`config.mk`:
```
export PLATFORM = sky130hd
export DESIGN_NAME = cmlk_dual_axis_frame_src
export DESIGN_NICKNAME = d
export VERILOG_FILES = /design/src/rtl/cmlk_dual_axis_frame_src.sv
export SDC_FILE = /design/constraint.sdc
export NUM_CORES = 1
export LEC_CHECK = 0
export CORE_MARGIN = 4
export CORE_UTILIZATION = 57
export DETAILED_ROUTE_END_ITERATION = 10
export DONT_BUFFER_PORTS = 1
export MAX_ROUTING_LAYER = met4
export PLACE_DENSITY = 0.8
export SLEW_MARGIN = 0
export SYNTH_ARGS = -nofsm -noshare
export SYNTH_HDL_FRONTEND = slang
export SYNTH_SLANG_ARGS = --single-unit
```
`constraint.sdc`:
```
create_clock -name clk -period 3.63 [get_ports clk]
set_clock_uncertainty 0.15 [all_clocks]
set_input_delay 0.726 -clock clk [delete_from_list [all_inputs] [get_ports clk]]
set_output_delay 0.726 -clock clk [all_outputs]
set_load 0.05 [all_outputs]
```
`src/rtl/cmlk_dual_axis_frame_src.sv`:
```
// cmlk_dual_axis_frame_src: two FIFO-buffered sample sources framed into lock-stepped AXI4-Stream masters.
// Define CMLK_TX_PAD_EN to zero-pad an incomplete frame while draining.
module cmlk_dual_axis_frame_src #(
    parameter int DATA_W  = 8,
    parameter int FIFO_AW = 4
) (
    input  logic              clk,
    input  logic              rst,
    input  logic              enable,
    input  logic [15:0]       frame_len,
    input  logic [DATA_W-1:0] a_data,
    input  logic              a_vld,
    input  logic [DATA_W-1:0] b_data,
    input  logic              b_vld,
    output logic [DATA_W-1:0] m00_axis_tdata,
    output logic              m00_axis_tvalid,
    output logic              m00_axis_tlast,
    input  logic              m00_axis_tready,
    output logic [DATA_W-1:0] m01_axis_tdata,
    output logic              m01_axis_tvalid,
    output logic              m01_axis_tlast,
    input  logic              m01_axis_tready,
    output logic              ovf_a,
    output logic              ovf_b,
    output logic [15:0]       frame_cnt,
    output logic              busy
);
    typedef enum logic [1:0] {IDLE, RUN, DRAIN} state_t;
    localparam int DEPTH = 2 ** FIFO_AW;

    state_t            state, state_nx;
    logic [DATA_W-1:0] mem_a [DEPTH];
    logic [DATA_W-1:0] mem_b [DEPTH];
    logic [FIFO_AW:0]  wa, ra, wb, rb;
    logic [DATA_W-1:0] da, db;
    logic              vld;
    logic [15:0]       beat, len;
    logic              active, empty_a, empty_b, full_a, full_b;
    logic              hs, last, bound, flush, pop, pad, wr_a, wr_b, start;

    always_comb begin
        active   = state != IDLE;
        start    = state == IDLE && enable;
        empty_a  = wa == ra;
        empty_b  = wb == rb;
        full_a   = wa == {~ra[FIFO_AW], ra[FIFO_AW-1:0]};
        full_b   = wb == {~rb[FIFO_AW], rb[FIFO_AW-1:0]};
        last     = vld && beat == len - 16'd1;
        hs       = vld && m00_axis_tready && m01_axis_tready;
        bound    = beat == 16'd0 && !vld;
        state_nx = state == IDLE ? (enable ? RUN : IDLE) :
                   state == RUN  ? (enable ? RUN : DRAIN) :
                   ((hs && last) || bound) ? IDLE : DRAIN;
        flush    = state == DRAIN && state_nx == IDLE;
        // both channels pop together so they can never slip
        pop      = active && !flush && !empty_a && !empty_b && (!vld || hs);
`ifdef CMLK_TX_PAD_EN
        pad      = state == DRAIN && !flush && !vld && (empty_a || empty_b);
`else
        pad      = 1'b0;
`endif
        wr_a     = active && a_vld && (!full_a || pop);
        wr_b     = active && b_vld && (!full_b || pop);
    end

    always_ff @(posedge clk) begin
        if (wr_a) mem_a[wa[FIFO_AW-1:0]] <= a_data;
        if (wr_b) mem_b[wb[FIFO_AW-1:0]] <= b_data;
    end

    always_ff @(posedge clk or posedge rst) begin
        if (rst) begin
            state     <= IDLE;
            wa        <= '0;
            ra        <= '0;
            wb        <= '0;
            rb        <= '0;
            vld       <= 1'b0;
            da        <= '0;
            db        <= '0;
            beat      <= 16'd0;
            len       <= 16'd1;
            frame_cnt <= 16'd0;
            ovf_a     <= 1'b0;
            ovf_b     <= 1'b0;
        end else begin
            state <= state_nx;
            wa    <= flush ? '0 : wa + (FIFO_AW+1)'(wr_a);
            ra    <= flush ? '0 : ra + (FIFO_AW+1)'(pop);
            wb    <= flush ? '0 : wb + (FIFO_AW+1)'(wr_b);
            rb    <= flush ? '0 : rb + (FIFO_AW+1)'(pop);
            if (flush) vld <= 1'b0;
            else if (pop || pad) begin
                vld <= 1'b1;
                da  <= pad ? '0 : mem_a[ra[FIFO_AW-1:0]];
                db  <= pad ? '0 : mem_b[rb[FIFO_AW-1:0]];
            end else if (hs) vld <= 1'b0;
            if (hs) beat <= last ? 16'd0 : beat + 16'd1;
            if (hs && last) frame_cnt <= frame_cnt + 16'd1;
            if (start || (state == RUN && hs && last))
                len <= frame_len == 16'd0 ? 16'd1 : frame_len;
            if (start) begin
                frame_cnt <= 16'd0;
                ovf_a     <= 1'b0;
                ovf_b     <= 1'b0;
            end else begin
                if (active && a_vld && full_a && !pop) ovf_a <= 1'b1;
                if (active && b_vld && full_b && !pop) ovf_b <= 1'b1;
            end
        end
    end

    assign m00_axis_tdata  = da;
    assign m01_axis_tdata  = db;
    assign m00_axis_tvalid = vld;
    assign m01_axis_tvalid = vld;
    assign m00_axis_tlast  = last;
    assign m01_axis_tlast  = last;
    assign busy            = active;
endmodule

```
==> results.sh <==
export IMPL_status="finished clean"
export IMPL_setup_viol=0
export IMPL_routabilityCongestion=0.844
export IMPL_rsz0062_at_grt="true"
export IMPL_clk_path_buf_depth=3
export IMPL_synth_area_leaders="edfxtp_1 (53%), dfrtp_1 (15%), mux4_2 (11%)"
export IMPL_slew_viol_final=0
export IMPL_fp_row_count=58
export IMPL_period_needed_ns=3.56
export IMPL_netlist_cell_type_count=59
export IMPL_switching_power_w=0.00430
export IMPL_worstMarginPinSlew_ns=0.771
export IMPL_initial_core_util_pct=58.0
export IMPL_fmax_ghz=0.281
export IMPL_p_sw_share_pct=32.8
export IMPL_htreeDepth=2
export IMPL_hold_violations=0
export IMPL_drc_errors=0
export IMPL_antenna_cells=0
export IMPL_drtIter0Drc=760
export IMPL_root_buffer="clkbuf_16"
export IMPL_die_h_um=168
export IMPL_ios=78
export IMPL_relSlewSlack_pct=48.6
export IMPL_grt_pass1_vias=8358
export IMPL_drv_cap=0
export IMPL_clkPwrFrac_pct=28.2
export IMPL_dp_hpwl_um=19900
export IMPL_power_density_nw_per_um2=778
export IMPL_clkLatencyLatePin_ns=0.52
export IMPL_final_antenna_net_count=0
export IMPL_antenna_found_initial=0
export IMPL_synth_top_area_cell="edfxtp_1"
export IMPL_cts_sinks=345
export IMPL_port_buffers=0
export IMPL_grt_max_degree=56
export IMPL_min_period_over_period_pct=98.2
export IMPL_ys_flop_type="edfxtp_1"
export IMPL_worstPathMaxFanout=5
export IMPL_finalSetupTns_ns=0
export IMPL_worst_setup_path_type="flop to output port"
export IMPL_drtPass1Iterations=5
export IMPL_wl_per_cell_um=23.4
export IMPL_finish_utilization_pct=66.8
export IMPL_drt_wl_total_um=30600
export IMPL_p_total_w=0.0131
export IMPL_end_kind="output port"
export IMPL_cts_hold_buf=0
export IMPL_seq_power_share_pct=42.7
export IMPL_power_leakage_nw=5.87
export IMPL_routed_via_density=6.19
export IMPL_fin_nets=1001
export IMPL_tritoncts="built"
export IMPL_worstHoldPathType="input port to asynchronous set/reset pin"
export IMPL_p_comb_share_pct=29.0
export IMPL_synth_nets=944
export IMPL_ys_ff_latch=345
export IMPL_synth_avg_cell_area_um2=16.4
export IMPL_fp_coreArea_um2=25200
export IMPL_holdWs_ns=0.0486
export IMPL_clk_pin_slew_worst_paths_ns=0.06
export IMPL_critical_path_arrival_ns=2.69
export IMPL_required_ns=2.75
export IMPL_track_usage_pct=22.9
export IMPL_area_growth_pct=15.1
export IMPL_startpoint_type="flop"
export IMPL_postSynthCellCount=893
export IMPL_overflow=0
export IMPL_async_flop_share_pct=25.8
export IMPL_yosysTopAreaCellShare_pct=52.6
export IMPL_fp_dieArea_um2=28300
export IMPL_synth_warnings=0
export IMPL_power_internal_w=0.00879
export IMPL_drive_gt1_share_pct=27.5
export IMPL_cts_buffers=36
export IMPL_die_w_um=168
export IMPL_grt_pass1_wl_um=48800
export IMPL_peakVddDrop_uv=550
export IMPL_synth_edf_count=256
export IMPL_synth_area_um2=14600
export IMPL_seq_area_frac_synth_pct=67.9
export IMPL_via_count=8092
[worst paths after layout]
check / startpoint / endpoint / slack, ns / depth (start not counted)
setup / recovery: len[1] / m01_axis_tlast / 0.07 / 7
hold / removal: rst / m00_axis_tdata[7] / 0.05 / 1
setup reg to reg: len[1] / mem_a[14][6] / 0.11 / 11
hold reg to reg: state[1] / state[0] / 0.32 / 1
max in group asynchronous: rst / beat[3] / 2.62 / 2
min in group clk: a_data[7] / mem_a[0][7] / 0.14 / 0
[layer usage]
| layer | vias up | global-route usage (%) | share of wire (%) | wire length [um] |
|---|---|---|---|---|
| li1 | 3629 | - | - | - |
| met1 | 4175 | 30.5 | 41 | 12500 |
| met2 | 244 | 37.6 | 52 | 15800 |
| met3 | 44 | 4.44 | 5.8 | 1770 |
| met4 | 0 | 4.73 | 1.6 | 501 |
| met5 | - | - | 0 | 0 |
[synth_stat cells (7+ instances only)]
cell type,instances
a211oi_1,13
a21oi_1,17
a31oi_1,7
and2_1,11
and3_1,9
buf_1,10
clkbuf_1,30
dfrtp_1,88
edfxtp_1,256
ha_1,12
inv_1,15
mux2_1,8
mux2_2,19
mux2i_1,7
mux4_2,70
nand2_1,25
nand2b_1,12
nand3_1,20
nand4_1,7
nor2_1,52
nor2b_1,8
nor3_1,9
nor4_1,42
o21ai_0,14
or3_1,9
xnor2_1,22
xor2_1,34
[registers in the layout, indices dropped and copies added, names as in the netlist, 2 cells and up]
register	count
mem_a	128
mem_b	128
beat	16
frame_cnt	16
len	16
m00_axis_tdata	8
m01_axis_tdata	8
ra	5
rb	5
wa	5
wb	5
state	2
[area by class of cell]
type	instances	area [um2]
Sequential cell	345	9920
Clock inverter	22	228
Clock buffer	44	972
Tap cell	330	413
Timing Repair Buffer	67	538
Inverter	15	58.8
Fill cell	1595	8360
Multi-Input combinational cell	485	4690
[placed cells by master (no fill, tap or decap), types with 16 or more instances in the layout]
| cell | netlist | layout |
|---|---|---|
| nand2_1 | 25 | 25 |
| mux2_2 | 19 | 19 |
| clkbuf_16 | 0 | 37 |
| dfrtp_1 | 88 | 84 |
| xor2_1 | 34 | 34 |
| edfxtp_1 | 256 | 256 |
| xnor2_1 | 22 | 22 |
| mux4_2 | 70 | 70 |
| nor2_1 | 52 | 51 |
| buf_4 | 3 | 60 |
| a21oi_1 | 17 | 16 |
| nand3_1 | 20 | 19 |
| nor4_2 | 1 | 19 |
| nor4_1 | 42 | 23 |
[worst max-delay path: stages (launching register included)]
cell and delay (ns):
dfrtp_1 0.41, buf_6 0.14, or4_4 0.53, nor2_4 0.16, and4_1 0.24, o2111ai_2 0.21, nor3_4 0.28, buf_6 0.20
[through the flow]
step                cell area, um2  instances  setup slack (ns)
floorplan                    14700        893            -0.151
global placement             15400       1235             0.126
detailed placement           15400       1235            0.0388
CTS                          16700       1305          -0.00879
global route                 16800       1308           -0.0715
finish                       16800       1308            0.0652
[cells by family after synthesis]
family / share of synthesized area, %
flip-flops: 67.9
XOR/XNOR: 3.36
multiplexers: 13.3
buffers and inverters: 1.74
adder cells (fa/ha/maj): 1.03
AO/OA/AOI/OAI: 4.14
AND/OR/NAND/NOR: 8.53
[power groups by stage]
| stage | sequential, W | clock (W) | combinational [W] |
|---|---|---|---|
| finish | 0.00559 | 0.00369 | 0.00380 |
| global route | 0.00566 | 0.00395 | 0.00411 |
| CTS | 0.00558 | 0.00375 | 0.00377 |
| detailed placement | 0.00565 | 0 | 0.00365 |
| global placement | 0.00562 | 0 | 0.00360 |
| floorplan | 0.00550 | 0 | 0.00278 |
[repair_timing]
| item | 4_1_cts | 5_1_grt |
|---|---|---|
| setup endpoints to repair | 10 | 75 |
| pin swaps | 6 | 6 |
| gates cloned | 0 | 0 |
| gates resized for setup | 17 | 14 |
| buffers inserted | 4 | 3 |
Power figures use the tool's default switching activity.
